$ cat config.mk
export PLATFORM = sky130hd
export DESIGN_NAME = bitserial_subtractor
export DESIGN_NICKNAME = d
export VERILOG_FILES = /design/src/rtl/bitserial_subtractor.sv
export SDC_FILE = /design/constraint.sdc
export NUM_CORES = 1
export LEC_CHECK = 0
export ABC_AREA = 1
export BUFFER_PORTS_ARGS = -buffer_cell sky130_fd_sc_hd__buf_2
export CAP_MARGIN = 20
export CORE_MARGIN = 3
export CORE_UTILIZATION = 56
export CTS_CLUSTER_DIAMETER = 120
export CTS_CLUSTER_SIZE = 30
export DETAILED_ROUTE_END_ITERATION = 10
export GPL_TIMING_DRIVEN = 0
export HOLD_SLACK_MARGIN = 0.08
export PLACE_DENSITY = 0.79
export RECOVER_POWER = 25
export SETUP_SLACK_MARGIN = 0.5
export SLEW_MARGIN = 0
export SYNTH_ARGS = -nofsm -noshare
export SYNTH_HDL_FRONTEND = slang
export SYNTH_SLANG_ARGS = --single-unit
$ cat constraint.sdc
create_clock -name clk -period 2.3 [get_ports clk]
set_clock_uncertainty 0.2 [all_clocks]
set_input_delay 0.23 -clock clk [delete_from_list [all_inputs] [get_ports clk]]
set_output_delay 0.23 -clock clk [all_outputs]
set_load 0.05 [all_outputs]
$ cat src/rtl/bitserial_subtractor.sv
// Bit-serial unsigned subtractor: LSB-first full subtractor
// with registered borrow, parallel load and parallel result.
module bitserial_subtractor #(
    parameter int WIDTH = 4
) (
    input  logic             clk,
    input  logic             reset,
    input  logic             start,
    input  logic [WIDTH-1:0] A,
    input  logic [WIDTH-1:0] B,
    input  logic             Bin,
    output logic [WIDTH-1:0] diff,
    output logic             Bout,
    output logic             busy,
    output logic             done
);

    localparam int CW = (WIDTH > 1) ? $clog2(WIDTH) : 1;
    localparam logic [CW-1:0] LAST = CW'(WIDTH - 1);

    typedef enum logic [1:0] {
        IDLE  = 2'd0,
        SHIFT = 2'd1,
        DONE  = 2'd2
    } state_t;

    state_t           state;
    logic [WIDTH-1:0] sa;
    logic [WIDTH-1:0] sb;
    logic [WIDTH-1:0] res;
    logic             br;
    logic [CW-1:0]    cnt;

    logic             d;
    logic             bnext;
    logic [WIDTH-1:0] res_next;

    // Single-bit full subtractor on the current LSBs.
    always_comb begin
        d        = sa[0] ^ sb[0] ^ br;
        bnext    = (~sa[0] & sb[0]) | (~(sa[0] ^ sb[0]) & br);
        res_next = {d, res[WIDTH-1:1]};
    end

    // Control FSM and datapath registers with registered outputs.
    always_ff @(posedge clk) begin
        if (reset) begin
            state <= IDLE;
            sa    <= '0;
            sb    <= '0;
            res   <= '0;
            br    <= 1'b0;
            cnt   <= '0;
            diff  <= '0;
            Bout  <= 1'b0;
            busy  <= 1'b0;
            done  <= 1'b0;
        end else begin
            unique case (state)
                IDLE, DONE: begin
                    done <= 1'b0;
                    if (start) begin
                        sa    <= A;
                        sb    <= B;
                        br    <= Bin;
                        cnt   <= '0;
                        busy  <= 1'b1;
                        state <= SHIFT;
                    end else begin
                        busy  <= 1'b0;
                        state <= IDLE;
                    end
                end
                SHIFT: begin
                    sa  <= sa >> 1;
                    sb  <= sb >> 1;
                    res <= res_next;
                    br  <= bnext;
                    if (cnt == LAST) begin
                        cnt   <= '0;
                        diff  <= res_next;
                        Bout  <= bnext;
                        busy  <= 1'b0;
                        done  <= 1'b1;
                        state <= DONE;
                    end else begin
                        cnt <= cnt + 1'b1;
                    end
                end
                default: begin
                    busy  <= 1'b0;
                    done  <= 1'b0;
                    state <= IDLE;
                end
            endcase
        end
    end

endmodule

# After elaboration in Yosys (flattened, before gate mapping)
# Cells that the tools add are included.
# Widths: inputs -> output; s select.
# op_classes
eq_ne	5
n_mux	15
addsub	1
n_reduce_logical	6
n_bitwise	8
# ops
operator	count
$pmux 4 s2	2
$mux 4	2
$pmux 2 s2	2
$mux 2	3
$eq 2x2->1 const B	2
$mux 1	4
$ne 2x2->1 const B	2
$pmux 1 s2	2
$reduce_and 2->1	2
$reduce_or 2->1	2
$not 1->1	3
$add 2x1->2 const B	1
$and 1x1->1	2
$eq 2x1->1 const B	1
$logic_not 2->1	1
$reduce_bool 2->1	1
$xor 1x1->1	2
$or 1x1->1	1
# totals
ff_bits	24
elab_cells	45
out_inout_bits	7
inputBits	12

# Logic depth before layout (Yosys ltp)
# Gate-level depths: netlist of run 1.
# depth
depth_word	5
mapped_depth	6
mapped_depth_nobuf	6

# Worst setup path before layout of run 1
# OpenSTA, ideal clock, no wires.
# synth_path
path_type	reg-to-reg
from	register sb[0]
to	register res[3]
path_stages_with_launch	5
setup_time_ns	0.116
path_slack_ns	0.993
arrival_time_ns	0.991
period_less_slack_ns	1.307
path_buffers	0
t_required_ns	1.984
path_cell_list	dfxtp_1 > inv_1 > fa_1 > o21ai_0 > nor2_1
# synth_via
elab_chain_len	2
# synth_lines
item	line	rtl
from (decl)	29	logic [WIDTH-1:0] sb;
from (signal assigned)	76	sb <= sb >> 1;
$xor 1x1->1 (2 in a row)	40	d = sa[0] ^ sb[0] ^ br;
via d	34	logic d;
to (signal assigned)	77	res <= res_next;
to (decl)	30	logic [WIDTH-1:0] res;
# The timed path passes the listed nets, and every way through them passes these cells.
# A chain may end at the register's enable or synchronous reset.

# Final worst setup path of run 1
# layout_path
from	register state[0]
to	register sa[3]
# layout_via
elab_chain_len	4
elab_cells_between_ends	8
classes_between	eq/ne: 3; mux: 1; reduce/logical: 4
# layout_lines
item	line	rtl
from (decl)	27	state_t state;
from (signal assigned)	48	state <= IDLE;
from (signal assigned)	68	state <= SHIFT;
from (signal assigned)	71	state <= IDLE;
$eq 2x2->1 / $logic_not 2->1 (equally long branches)	59	unique case (state)
$reduce_or 2->1	59	
$ne 2x2->1 (no source line) / $reduce_bool 2->1 (equally long branches)	n/a	
$reduce_and 2->1 (no source line)	n/a	
to (signal assigned)	75	sa <= sa >> 1;
to (decl)	28	logic [WIDTH-1:0] sa;
# Parallel ways exist; a longest one is shown, timed or not.

==> results of run 1 <==
## layout make-up
type / instances / area (sq um)
fill: 118 / 327
multi-input combinational: 86 / 414
tap: 16 / 20.0
clock inverter: 1 / 5.00
timing repair buffer: 33 / 230
buffer: 6 / 40.0
sequential: 23 / 462
clock buffer: 3 / 22.5
inverter: 15 / 56.3
## per-layer routing
metal  share of wire [%]  up-vias  wire length [um]  track usage, %
met5                   0        -                 0               0
met4                 4.2        0                99            11.3
met3                 5.6       14               133            5.26
met2                  49       39              1180            39.3
met1                  41      426               969            27.5
li1                    -      489                 -               -
## tightest hold or removal path, cell delays in order
cell and delay [ns]:
buf_2 0.08, nand3_1 0.07, nand2_1 0.08, nor2_1 0.04
nor2_1 0.08
## kinds of logic (layout without fill, tap and decap cells)
logic type	after synthesis	after routing
and+or+nand+nor	73	73
DFF	23	23
AOI/OAI and AO/OA	11	11
adders and majority gates	2	2
buffers and inverters	21	58
## cell usage in the layout, fill, tap and decap left out, types with 2 or more instances in the layout
cell,n
nand3_1,24
dfxtp_1,22
nand2_1,21
buf_2,19
nor2_1,18
inv_1,14
dlygate4sd3_1,10
nor3_1,7
a21oi_1,6
buf_4,6
o21ai_0,5
clkbuf_4,3
clkbuf_1,2
buf_6,2
## metrics by stage
stage	cells	util [%]	setup slack (ns)	power (mW)	instance area, sq um
6_report	183	79.3	0.463	0.781	1250
3_5_place_dp	163	69.3	0.873	0.577	1090
2_1_floorplan	130	-	0.993	0.541	987
5_1_grt	183	79.3	0.405	0.822	1250
4_1_cts	177	77.4	0.523	0.769	1220
3_3_place_gp	163	69.3	0.946	0.571	1090
## repair_timing
| item | in CTS | in global routing |
|---|---|---|
| setup buffers | 0 | 6 |
| setup endpoints to repair | 0 | 1 |
| hold buffers | 10 | 0 |
| resized for setup | 0 | 3 |
| hold endpoints to repair | 14 | 0 |
## power breakdown
part	internal, mW	total, mW	switching, mW
clock	0.0651	0.188	0.123
combinational	0.0696	0.157	0.0873
sequential	0.423	0.436	0.0128
total	0.558	0.781	0.223
## final timing paths
path | start | to | depth (start not counted)
worst max register to register | state[0] | sa[3] | 6
worst min register to register | diff[0] | diff[0] | 2
worst min-delay path | Bin | br | 5
worst max-delay path | state[0] | sa[3] | 6
## registers in the layout (all words and copies together), names as in the netlist
name	count
state	2
sb	4
br	1
sa	4
busy	1
Bout	1
cnt	2
done	1
res	3
diff	4
==> insert_results.sql, run 1 <==
INSERT INTO impl_metrics (metric_group, metric, value, unit) VALUES
('synth', 'postSynthNetCount', '144', ''),
('synth', 'synth-main-ff-cell', 'dfxtp_1', ''),
('cells_and_area', 'finish.net_count', '182', ''),
('timing', 'max_freq', '544', 'MHz'),
('routing', 'detail_route.wl_per_cell', '13.0', 'um'),
('cts', 'cts_tree', 'done', ''),
('critical_path', 'crit_path_start_kind', 'flip-flop', ''),
('critical_path', 'critical-path-max-stage-delay', '0.57', 'ns'),
('floorplan', 'die_width', '48.0', 'um'),
('critical_path', 'cp-end-kind', 'flip-flop', ''),
('routing', 'antenna_left', '0', ''),
('synth', 'netlist-cell-type-count', '17', ''),
('routing', 'routed-via-count', '968', ''),
('place', 'placement.io_buffers', '17', ''),
('pwr', 'ir_drop', '0.000426', 'V'),
('outcome', 'outcome', 'completed', ''),
('synth', 'synth-async-reset-ratio', '0', '%'),
('place', 'gp_congestion', '0.782', ''),
('critical_path', 'cp_num_buf_inv', '3', ''),
('worst_hold_path', 'hold_path.class', 'in -> reg', ''),
('synth', 'register_bit_count_reported_by_yosys', '23', ''),
('cts', 'cts.clk_slew.worst_paths', '0.13', 'ns'),
('timing', 'hold_viol_final', '0', ''),
('synth', 'compound_gate_portion_of_the_synthesized_area', '5.58', '%'),
('floorplan', 'design.die.area', '2300', 'sq um'),
('timing', 'worst-slew-pin-transition', '0.507', 'ns'),
('floorplan', 'count_of_standard_cell_rows', '14', ''),
('timing', 'finalSetupViolations', '0', ''),
('synth', 'post_syn_instances', '130', ''),
('global_route', 'number_of_antenna_violations_at_the_first_check_in_global_routing', '0', ''),
('critical_path', 'regToRegSetupSlack', '0.46', 'ns'),
('place', 'place_hpwl', '1480', 'um'),
('critical_path', 'critPathTopFamily', 'buffers and inverters', ''),
('cts', 'clk_latency', '0.31', 'ns'),
('routing', 'detail_route.first_pass.iterations', '4', ''),
('critical_path', 'worst_path_max_delay_cell', 'dlygate4sd3_1', ''),
('timing', 'fin_crit', '1.84', 'ns'),
('cts', 'clock_tree.buffer_depth', '2', ''),
('floorplan', 'initial_cell_density_of_the_core', '62.6', '%'),
('critical_path', 'path_class', 'reg -> reg', ''),
('routing', 'post-route-drc-count', '0', ''),
('flow_run', 'maxCapViolCount', '0', ''),
('cells_and_area', 'flow.area_growth_from_synthesis', '26.6', '%'),
('global_route', 'grt_util_all_layers', '23.3', '%'),
('synth', 'main_combinational_cell_family_by_area_after_synthesis', 'simple AND/OR/NAND/NOR gates', ''),
('synth', 'synthAdderAreaFrac', '3.30', '%'),
('cts', 'numCtsBuffers', '3', ''),
('global_route', 'grt_pass1_vias', '813', ''),
('cts', 'clock-sinks', '23', ''),
('synth', 'synth.yosys.warnings', '0', ''),
('critical_path', 'path_cells', 'inv_1 > nand2_4 > buf_6 > nand3_1 > a21oi_1 > dlygate4sd3_1', ''),
('timing', 'final_min_period_over_clock_period', '79.9', '%'),
('synth', 'synth_simple_gate_area_share', '33.6', '%'),
('synth', 'post_synth.cell_area_avg', '7.59', 'sq um'),
('timing', 'timing.setup.tns', '0', 'ns'),
('cells_and_area', 'drive_above_1_share', '21.0', '%'),
('synth', 'ys_top_cells_by_area', 'dfxtp_1 (47%), nand3_1 (12%), nand2_1 (8.4%)', ''),
('timing', 'slew_violations', '0', ''),
('floorplan', 'floorplan.core_area', '1580', 'sq um'),
('timing', 'grt_setup_unrepaired', 'false', ''),
('routing', 'wirelength', '2380', 'um'),
('critical_path', 'cp.required', '2.37', 'ns'),
('synth', 'post_synth_instance_area', '987', 'sq um'),
('synth', 'synth_enable_flop_cells', '0', ''),
('critical_path', 'crit_arrival', '1.90', 'ns'),
('global_route', 'grt_remaining_overflow', '0', ''),
('critical_path', 'critical_path_peak_fanout', '10', ''),
('synth', 'synth_top_area_share', '46.6', '%'),
('global_route', 'grt_first_pass_wirelength', '3620', 'um'),
('floorplan', 'pin_count', '19', ''),
('synth', 'post_synth_xor_area_fraction', '0', '%');
Note: power is estimated with default switching activity, not from simulation.
==> inputs of run 2 (changes only) <==
- ABC_AREA: 1 -> 0
- CORE_UTILIZATION: 56 -> 51
- PLACE_DENSITY: 0.79 -> 0.73
- clock period: 2.3 -> 1.7 ns (I/O delays scaled with it)
==> run 2 against run 1 <==
- the run now fails in global routing
- area after synthesis is 5.3% lower
- synthesized cell count is 16% lower
==> insert_results.sql, run 2 <==
INSERT INTO impl_metrics (metric_group, metric, value, unit) VALUES
('cts', 'numCtsBuffers', '3', ''),
('synth', 'synthMostInstantiatedCell', 'nand2_1', ''),
('cts', 'clock_tree.htree_level_count', '1', ''),
('cts', 'clock-sinks', '23', ''),
('floorplan', 'die_width', '48.8', 'um'),
('synth', 'post_synth_instance_area', '935', 'sq um'),
('outcome', 'flow.first_error', '[ERROR DPL-0038] Utilization greater than 100%, impossible to legalize', ''),
('cts', 'clock_tree.buffer_depth', '2', ''),
('synth', 'synth_top_cell_by_area', 'dfxtp_1', ''),
('outcome', 'outcome', 'stopped before the end', ''),
('synth', 'postSynthNetCount', '123', ''),
('synth', 'synth.yosys.warnings', '0', ''),
('synth', 'synth_top_area_share', '49.3', '%'),
('synth', 'synth-main-ff-cell', 'dfxtp_1', ''),
('floorplan', 'count_of_standard_cell_rows', '14', ''),
('outcome', 'failing_step', 'global routing', ''),
('synth', 'post_synth.cell_area_avg', '8.57', 'sq um'),
('timing', 'endpoint_type', 'register input', ''),
('global_route', 'grt_start_max_net_pins', '13', ''),
('place', 'placement.io_buffers', '18', ''),
('synth', 'synth_enable_flop_cells', '0', ''),
('cts', 'clockRootBuffer', 'clkbuf_4', ''),
('floorplan', 'pin_count', '19', ''),
('synth', 'ys_top_cells_by_area', 'dfxtp_1 (49%), nand2_1 (10%), a21oi_1 (7.0%)', ''),
('timing', 'grt_worst_setup_endpoint', 'diff[3]$_SDFFE_PP0P_/D', ''),
('synth', 'synth-async-reset-ratio', '0', '%'),
('synth', 'register_bit_count_reported_by_yosys', '23', ''),
('place', 'numPlacedInstances', '151', ''),
('synth', 'netlist-cell-type-count', '22', ''),
('place', 'place_hpwl', '1450', 'um'),
('floorplan', 'die_y', '48.8', 'um'),
('place', 'gp_congestion', '0.776', ''),
('floorplan', 'initial_cell_density_of_the_core', '58.0', '%'),
('synth', 'post_syn_instances', '109', ''),
('synth', 'ys_top_cells_by_count', 'nand2_1 (25), dfxtp_1 (23), a21oi_1 (13)', ''),
('synth', 'part_of_the_yosys_area_used_for_sequential_elements', '49.3', '%');
-- run 2: repair_timing --
item,CTS
endpoints found under the hold margin,10
setup buffers,5
hold buffers,10
gates resized for setup,48
endpoints found under the setup margin,29
pin swaps,10
cloned,4
-- run 2: stage by stage --
stage / setup slack, ns / utilization [%] / cell area, sq um
after CTS: 0.336 / 88.5 / 1430
after detailed placement: 0.323 / 67.8 / 1090
after global placement: 0.357 / 67.8 / 1090
after floorplan: 0.419 / - / 972
-- run 2: cell families after synthesis --
group	count (synthesis)	share of synthesized area (%)
adder cells (fa/ha/maj)	2	3.48
AO/OA/AOI/OAI	23	17.9
AND/OR/NAND/NOR	51	24.1
buffers and inverters	10	5.22
flip-flops	23	49.3
==> inputs of run 3 (changes only) <==
- CORE_AREA: not set -> 3 3 64 66
- CORE_MARGIN: 3 -> not set
- CORE_UTILIZATION: 51 -> not set
- CTS_CLUSTER_DIAMETER: 120 -> not set
- CTS_CLUSTER_SIZE: 30 -> not set
- DIE_AREA: not set -> 0 0 67 69
- HOLD_SLACK_MARGIN: 0.08 -> not set
- PLACE_DENSITY: 0.73 -> not set
- PLACE_DENSITY_LB_ADDON: not set -> 0.15
- SETUP_SLACK_MARGIN: 0.5 -> not set
==> run 3 against run 2 <==
- the run now ends clean
- synthesized cell count unchanged
- area after synthesis unchanged
==> insert_results.sql, run 3 <==
INSERT INTO impl_metrics (metric_group, metric, value, unit) VALUES
('outcome', 'outcome', 'completed', ''),
('synth', 'synth_top_area_share', '49.3', '%'),
('global_route', 'grt_util_all_layers', '10.5', '%'),
('floorplan', 'die_y', '69', 'um'),
('synth', 'post_syn_instances', '109', ''),
('pwr', 'p_total', '1.08', 'mW'),
('timing', 'finalSetupViolations', '0', ''),
('synth', 'synth.yosys.warnings', '0', ''),
('cells_and_area', 'finalInstanceArea', '1210', 'sq um'),
('timing', 'final_min_period_over_clock_period', '87.5', '%'),
('cells_and_area', 'fin_cells', '188', ''),
('routing', 'detail_route.wl_per_cell', '11.6', 'um'),
('cells_and_area', 'layout.area.seq', '460', 'sq um'),
('pwr', 'seqPwrFrac', '54.2', '%'),
('global_route', 'number_of_antenna_violations_at_the_first_check_in_global_routing', '0', ''),
('timing', 'hold_viol_final', '0', ''),
('cts', 'clock_tree.buffer_depth', '2', ''),
('cells_and_area', 'mostFrequentLayoutCell', 'nand2_1', ''),
('timing', 'timing.setup.tns', '0', 'ns'),
('floorplan', 'initial_cell_density_of_the_core', '25.7', '%'),
('cts', 'clock_tree.htree_level_count', '1', ''),
('worst_hold_path', 'hold_path.class', 'in -> reg', ''),
('routing', 'vias_per_cell', '4.45', ''),
('routing', 'initialDrtViolationCount', '32', ''),
('routing', 'post-route-drc-count', '0', ''),
('critical_path', 'r2r_start', 'cnt[0]', ''),
('critical_path', 'path_class', 'in -> reg', ''),
('pwr', 'p_leak', '0.449', 'nW'),
('cells_and_area', 'finish.net_count', '155', ''),
('routing', 'routed-via-count', '836', ''),
('synth', 'synth_enable_flop_cells', '0', ''),
('critical_path', 'critical_path_peak_fanout', '10', ''),
('global_route', 'grt_start_max_net_pins', '13', ''),
('timing', 'holdWs', '0.00855', 'ns'),
('synth', 'ys_top_cells_by_area', 'dfxtp_1 (49%), nand2_1 (10%), a21oi_1 (7.0%)', ''),
('critical_path', 'cp.required', '1.63', 'ns'),
('cells_and_area', 'reg.largest.list', 'diff (4), sa (4), sb (4)', ''),
('cts', 'cts.clk_slew.worst_paths', '0.08', 'ns'),
('floorplan', 'design.die.area', '4620', 'sq um'),
('cells_and_area', 'drive_above_1_share', '16.4', '%'),
('cells_and_area', 'multiInputGateArea', '425', 'sq um'),
('synth', 'post_synth.cell_area_avg', '8.57', 'sq um'),
('synth', 'synth-async-reset-ratio', '0', '%'),
('synth', 'post_synth_instance_area', '935', 'sq um'),
('synth', 'synthMostInstantiatedCell', 'nand2_1', ''),
('pwr', 'p_clk_share', '30.7', '%'),
('timing', 'slew-limit-headroom', '60.5', '%'),
('floorplan', 'count_of_standard_cell_rows', '22', ''),
('timing', 'grt_setup_unrepaired', 'false', ''),
('place', 'detailed_place.area', '1080', 'sq um'),
('cells_and_area', 'insertedDiodeCount', '0', ''),
('critical_path', 'critPathLaunch', 'reset', ''),
('floorplan', 'die_width', '67', 'um'),
('place', 'placement.io_buffers', '18', ''),
('cells_and_area', 'num-fill-cells', '402', ''),
('cts', 'numCtsBuffers', '3', ''),
('pwr', 'internal_power', '0.807', 'mW'),
('flow_run', 'maxCapViolCount', '0', ''),
('place', 'gp_congestion', '0.734', ''),
('critical_path', 'reg2reg_path_depth', '5', ''),
('routing', 'antenna_left', '0', ''),
('pwr', 'power-per-cell-area', '889', 'nW/um^2'),
('global_route', 'grt_pass1_vias', '826', ''),
('synth', 'ys_top_cells_by_count', 'nand2_1 (25), dfxtp_1 (23), a21oi_1 (13)', ''),
('synth', 'synth_top_cell_by_area', 'dfxtp_1', ''),
('pwr', 'power.net_switching', '0.271', 'mW'),
('timing', 'slew_violations', '0', ''),
('floorplan', 'floorplan.core_area', '3630', 'sq um'),
('cts', 'cts_tree', 'done', ''),
('worst_hold_path', 'worst_hold_startpoint', 'A[0]', ''),
('global_route', 'grt_first_pass_wirelength', '3770', 'um'),
('timing', 'max_freq', '672', 'MHz'),
('critical_path', 'crit_path_start_kind', 'primary input', ''),
('synth', 'synth-main-ff-cell', 'dfxtp_1', ''),
('global_route', 'grt_remaining_overflow', '0', ''),
('place', 'numPlacedInstances', '175', ''),
('cells_and_area', 'flow.area_growth_from_synthesis', '29.7', '%'),
('pwr', 'comb_power_share', '15.1', '%'),
('synth', 'postSynthNetCount', '123', ''),
('cells_and_area', 'final_cell_mix', 'nand2_1 (25), dfxtp_1 (23), buf_2 (14)', ''),
('pwr', 'switching_share', '25.1', '%'),
('cts', 'clock-sinks', '23', ''),
('routing', 'detail_route.first_pass.iterations', '4', ''),
('routing', 'wirelength', '2180', 'um'),
('cts', 'clk_latency', '0.26', 'ns'),
('floorplan', 'pin_count', '19', ''),
('synth', 'register_bit_count_reported_by_yosys', '23', ''),
('critical_path', 'crit_arrival', '1.42', 'ns'),
('synth', 'part_of_the_yosys_area_used_for_sequential_elements', '49.3', '%'),
('timing', 'fin_crit', '1.49', 'ns'),
('worst_hold_path', 'hold_path_depth', '3', ''),
('critical_path', 'cp-end-kind', 'flip-flop', ''),
('timing', 'worst-slew-pin-transition', '0.595', 'ns'),
('synth', 'netlist-cell-type-count', '22', ''),
('pwr', 'ir_drop', '0.000388', 'V'),
('place', 'place_hpwl', '1520', 'um'),
('cts', 'clockRootBuffer', 'clkbuf_8', '');
run 3: cell counts after synthesis:
Identical to the previous run, type by type.
run 3: path summary, 6_finish.rpt:
check	endpoint	slack (ns)
setup / recovery	done	0.21
hold / removal	sa[0]	0.009
setup reg to reg	cnt[0]	0.24
hold reg to reg	diff[0]	0.26
run 3: metal layers:
metal	GRT usage, %	up-vias	wire length (um)
li1	-	439	-
met1	13.0	379	1020
met2	16.9	16	1030
met3	3.91	2	110
met4	2.70	0	18
met5	0	-	0
run 3: cells by family after synthesis:
group / after synthesis / synth area share (%)
DFF: 23 / 49.3
adders and majority gates: 2 / 3.48
buffers and inverters: 10 / 5.22
AOI/OAI and AO/OA: 23 / 17.9
and+or+nand+nor: 51 / 24.1
run 3: power groups by stage:
| stage | Sequential [mW] | Combinational [mW] | Clock, mW |
|---|---|---|---|
| after global placement | 0.597 | 0.149 | 0 |
| after CTS | 0.584 | 0.166 | 0.351 |
| after global routing | 0.588 | 0.183 | 0.368 |
| final | 0.584 | 0.163 | 0.331 |
| after floorplan | 0.599 | 0.100 | 0 |
| after detailed placement | 0.597 | 0.150 | 0 |
run 3: what timing repair did:
item                                   CTS  global route
endpoints found under the hold margin    9             0
buffers inserted                         0             0
gates resized for setup                  0             2
hold buffers                             9             0
setup endpoints to repair                0             1
run 3: final cells by class:
| cell class | instances | area share [%] |
|---|---|---|
| tap | 48 | 4.95 |
| clock buffer | 4 | 3.72 |
| sequential | 23 | 38.0 |
| multi-input combinational | 76 | 35.1 |
| buffer | 8 | 3.51 |
| timing repair buffer | 27 | 14.1 |
| inverter | 2 | 0.619 |
run 3: metrics by stage:
stage / setup slack, ns / utilization (%)
after floorplan: 0.348 / -
after global placement: 0.138 / 29.9
after detailed placement: 0.145 / 29.9
after CTS: 0.129 / 33.6
after global routing: 0.126 / 33.4
final: 0.212 / 33.4
run 3: critical path, cell delays in order:
cell	delay, ns
dlygate4sd3_1	0.53
buf_2	0.15
buf_1	0.45
nor3_1	0.12
==> inputs of run 4 (changes only) <==
- CELL_PAD_IN_SITES_DETAIL_PLACEMENT: not set -> 1
- CELL_PAD_IN_SITES_GLOBAL_PLACEMENT: not set -> 2
==> run 4 against run 3 <==
- hold slack improved by 0.12 ns
- critical path depth did not move
- largest power group unchanged
- sequential cell count did not move
- count of clock-buffer cells in the layout fell by 1
- wire length rose by 14%
- combinational power rose by 4%
- via count rose by 3.1%
- power rose by 2.5%
- final area rose by 0.93%
- worst setup slack got worse by 0.037 ns
- highest routed layer unchanged
- cell count rose by 0.53%
- sequential share of layout area fell by 0.35 points
==> insert_results.sql, run 4 (synthesis gave the netlist of run 3 again) <==
INSERT INTO impl_metrics (metric_group, metric, value, unit) VALUES
('floorplan', 'count_of_standard_cell_rows', '22', ''),
('cts', 'clock_tree.htree_level_count', '1', ''),
('critical_path', 'path_cells', 'dlygate4sd3_1 > buf_2 > buf_1 > nor3_1', ''),
('pwr', 'power-per-cell-area', '903', 'nW/um^2'),
('cells_and_area', 'finish.net_count', '156', ''),
('outcome', 'outcome', 'completed', ''),
('floorplan', 'design.die.area', '4620', 'sq um'),
('place', 'placement.io_buffers', '18', ''),
('global_route', 'met3_usage', '2.61', '%'),
('timing', 'timing.setup.tns', '0', 'ns'),
('cts', 'cts.clk_slew.worst_paths', '0.08', 'ns'),
('floorplan', 'die_y', '69', 'um'),
('cells_and_area', 'drive_above_1_share', '17.0', '%'),
('cts', 'clock_tree.buffer_depth', '2', ''),
('critical_path', 'crit_path_start_kind', 'primary input', ''),
('global_route', 'grt_first_pass_wirelength', '4390', 'um'),
('routing', 'antenna_left', '0', ''),
('cts', 'numCtsBuffers', '3', ''),
('flow_run', 'maxCapViolCount', '0', ''),
('routing', 'post-route-drc-count', '0', ''),
('cts', 'clock-sinks', '23', ''),
('cells_and_area', 'flow.area_growth_from_synthesis', '30.9', '%'),
('cells_and_area', 'final_cell_mix', 'nand2_1 (25), dfxtp_1 (23), buf_2 (14)', ''),
('pwr', 'ir_drop', '0.000271', 'V'),
('timing', 'finalSetupViolations', '0', ''),
('place', 'pre_cts_ws', '0.0809', 'ns'),
('timing', 'grt_setup_unrepaired', 'false', ''),
('timing', 'worst-slew-pin-transition', '0.594', 'ns'),
('cts', 'cts_tree', 'done', ''),
('place', 'place_hpwl', '1680', 'um'),
('cells_and_area', 'num-fill-cells', '463', ''),
('critical_path', 'cp_num_buf_inv', '3', ''),
('routing', 'detail_route.wl_per_cell', '13.1', 'um'),
('routing', 'routed-via-count', '862', ''),
('place', 'detailed_place.area', '1080', 'sq um'),
('timing', 'max_freq', '656', 'MHz'),
('global_route', 'number_of_antenna_violations_at_the_first_check_in_global_routing', '0', ''),
('place', 'gp_congestion', '0.679', ''),
('critical_path', 'crit_arrival', '1.46', 'ns'),
('global_route', 'grt_pass1_vias', '909', ''),
('global_route', 'groute.layer.met2.usage', '20.0', '%'),
('cts', 'clk_latency', '0.27', 'ns'),
('critical_path', 'critical_path_peak_fanout', '10', ''),
('critical_path', 'critPathTopFamily', 'buffers and inverters', ''),
('timing', 'postLayoutSetupSlackWorst', '0.175', 'ns'),
('cells_and_area', 'finalInstanceArea', '1220', 'sq um'),
('global_route', 'grt_start_max_net_pins', '14', ''),
('cells_and_area', 'mostFrequentLayoutCell', 'nand2_1', ''),
('pwr', 'p_leak', '0.456', 'nW'),
('floorplan', 'floorplan.core_area', '3630', 'sq um'),
('critical_path', 'cp-end-kind', 'flip-flop', ''),
('critical_path', 'critical-path-max-stage-delay', '0.54', 'ns'),
('worst_hold_path', 'hold_path.class', 'in -> reg', ''),
('routing', 'detail_route.first_pass.iterations', '4', ''),
('critical_path', 'path_class', 'in -> reg', ''),
('global_route', 'grt_remaining_overflow', '0', ''),
('global_route', 'busiest_layer', 'met2', ''),
('timing', 'holdWs', '0.130', 'ns'),
('timing', 'slew_violations', '0', ''),
('cells_and_area', 'reg.largest.list', 'diff (4), sa (4), sb (4)', ''),
('timing', 'slew-limit-headroom', '60.4', '%'),
('routing', 'wirelength', '2480', 'um'),
('critical_path', 'worst_path_max_delay_cell', 'dlygate4sd3_1', ''),
('routing', 'initialDrtViolationCount', '14', ''),
('critical_path', 'cp.required', '1.64', 'ns'),
('routing', 'vias_per_cell', '4.56', ''),
('timing', 'hold_viol_final', '0', ''),
('global_route', 'globalRouteMet1Util', '16.1', '%'),
('timing', 'final_min_period_over_clock_period', '89.7', '%'),
('floorplan', 'initial_cell_density_of_the_core', '25.7', '%'),
('pwr', 'p_total', '1.10', 'mW'),
('floorplan', 'pin_count', '19', ''),
('global_route', 'grt_util_all_layers', '12.6', '%'),
('cts', 'clockRootBuffer', 'clkbuf_8', ''),
('timing', 'fin_crit', '1.52', 'ns'),
('cells_and_area', 'insertedDiodeCount', '0', ''),
('floorplan', 'die_width', '67', 'um');
==> run 4: cell count changes in the layout (fill, tap and decap cells not counted) <==
| cell | previous run | this run |
|---|---|---|
| clkbuf_1 | 9 | 8 |
| clkinv_2 | 0 | 1 |
| dlygate4sd3_1 | 9 | 10 |
==> run 4: what timing repair did <==
item,in CTS,in global routing
endpoints found under the setup margin,0,2
hold buffers,10,0
setup buffers,0,0
resized for setup,0,2
hold endpoints to repair,10,0
==> run 4: cell type report <==
class | count | area (sq um) | share of cell area, %
sequential | 23 | 460 | 37.6
multi-input combinational | 76 | 425 | 34.8
clock buffer | 3 | 41.3 | 3.37
inverter | 2 | 7.51 | 0.613
clock inverter | 1 | 5.00 | 0.409
buffer | 8 | 42.5 | 3.48
timing repair buffer | 28 | 181 | 14.8
tap | 48 | 60.1 | 4.91
==> run 4: power by group <==
group          switching (mW)  leakage [nW]  internal [mW]
Combinational          0.0940         0.242         0.0748
Sequential             0.0171         0.188          0.567
Clock                   0.188        0.0255          0.164
==> run 4: worst paths after layout <==
check / cells past startpoint / slack [ns] / endpoint / from
setup / recovery: 4 / 0.18 / done / reset
hold reg to reg: 2 / 0.26 / diff[0] / diff[0]
hold / removal: 4 / 0.13 / sb[0] / start
setup reg to reg: 5 / 0.21 / cnt[0] / cnt[0]
==> run 4: through the flow <==
| stage | instances | util (%) |
|---|---|---|
| after CTS | 189 | 33.9 |
| after floorplan | 109 | - |
| final | 189 | 33.7 |
| after detailed placement | 175 | 29.9 |
| after global placement | 175 | 29.9 |
| after global routing | 189 | 33.7 |
==> run 4: metal layers <==
metal | wire, um | part of all wire, % | vias up
met1 | 1130 | 46 | 406
met3 | 93 | 3.8 | 5
met2 | 1200 | 49 | 14
met4 | 48 | 1.9 | 0
met5 | 0 | 0 | -
li1 | - | - | 437
==> run 4: worst register-to-register path, cell delays in order (launching register included) <==
cell	delay, ns
dfxtp_1	0.33
ha_1	0.21
clkbuf_2	0.20
nor4b_1	0.31
a31oi_1	0.08
nor2_1	0.10
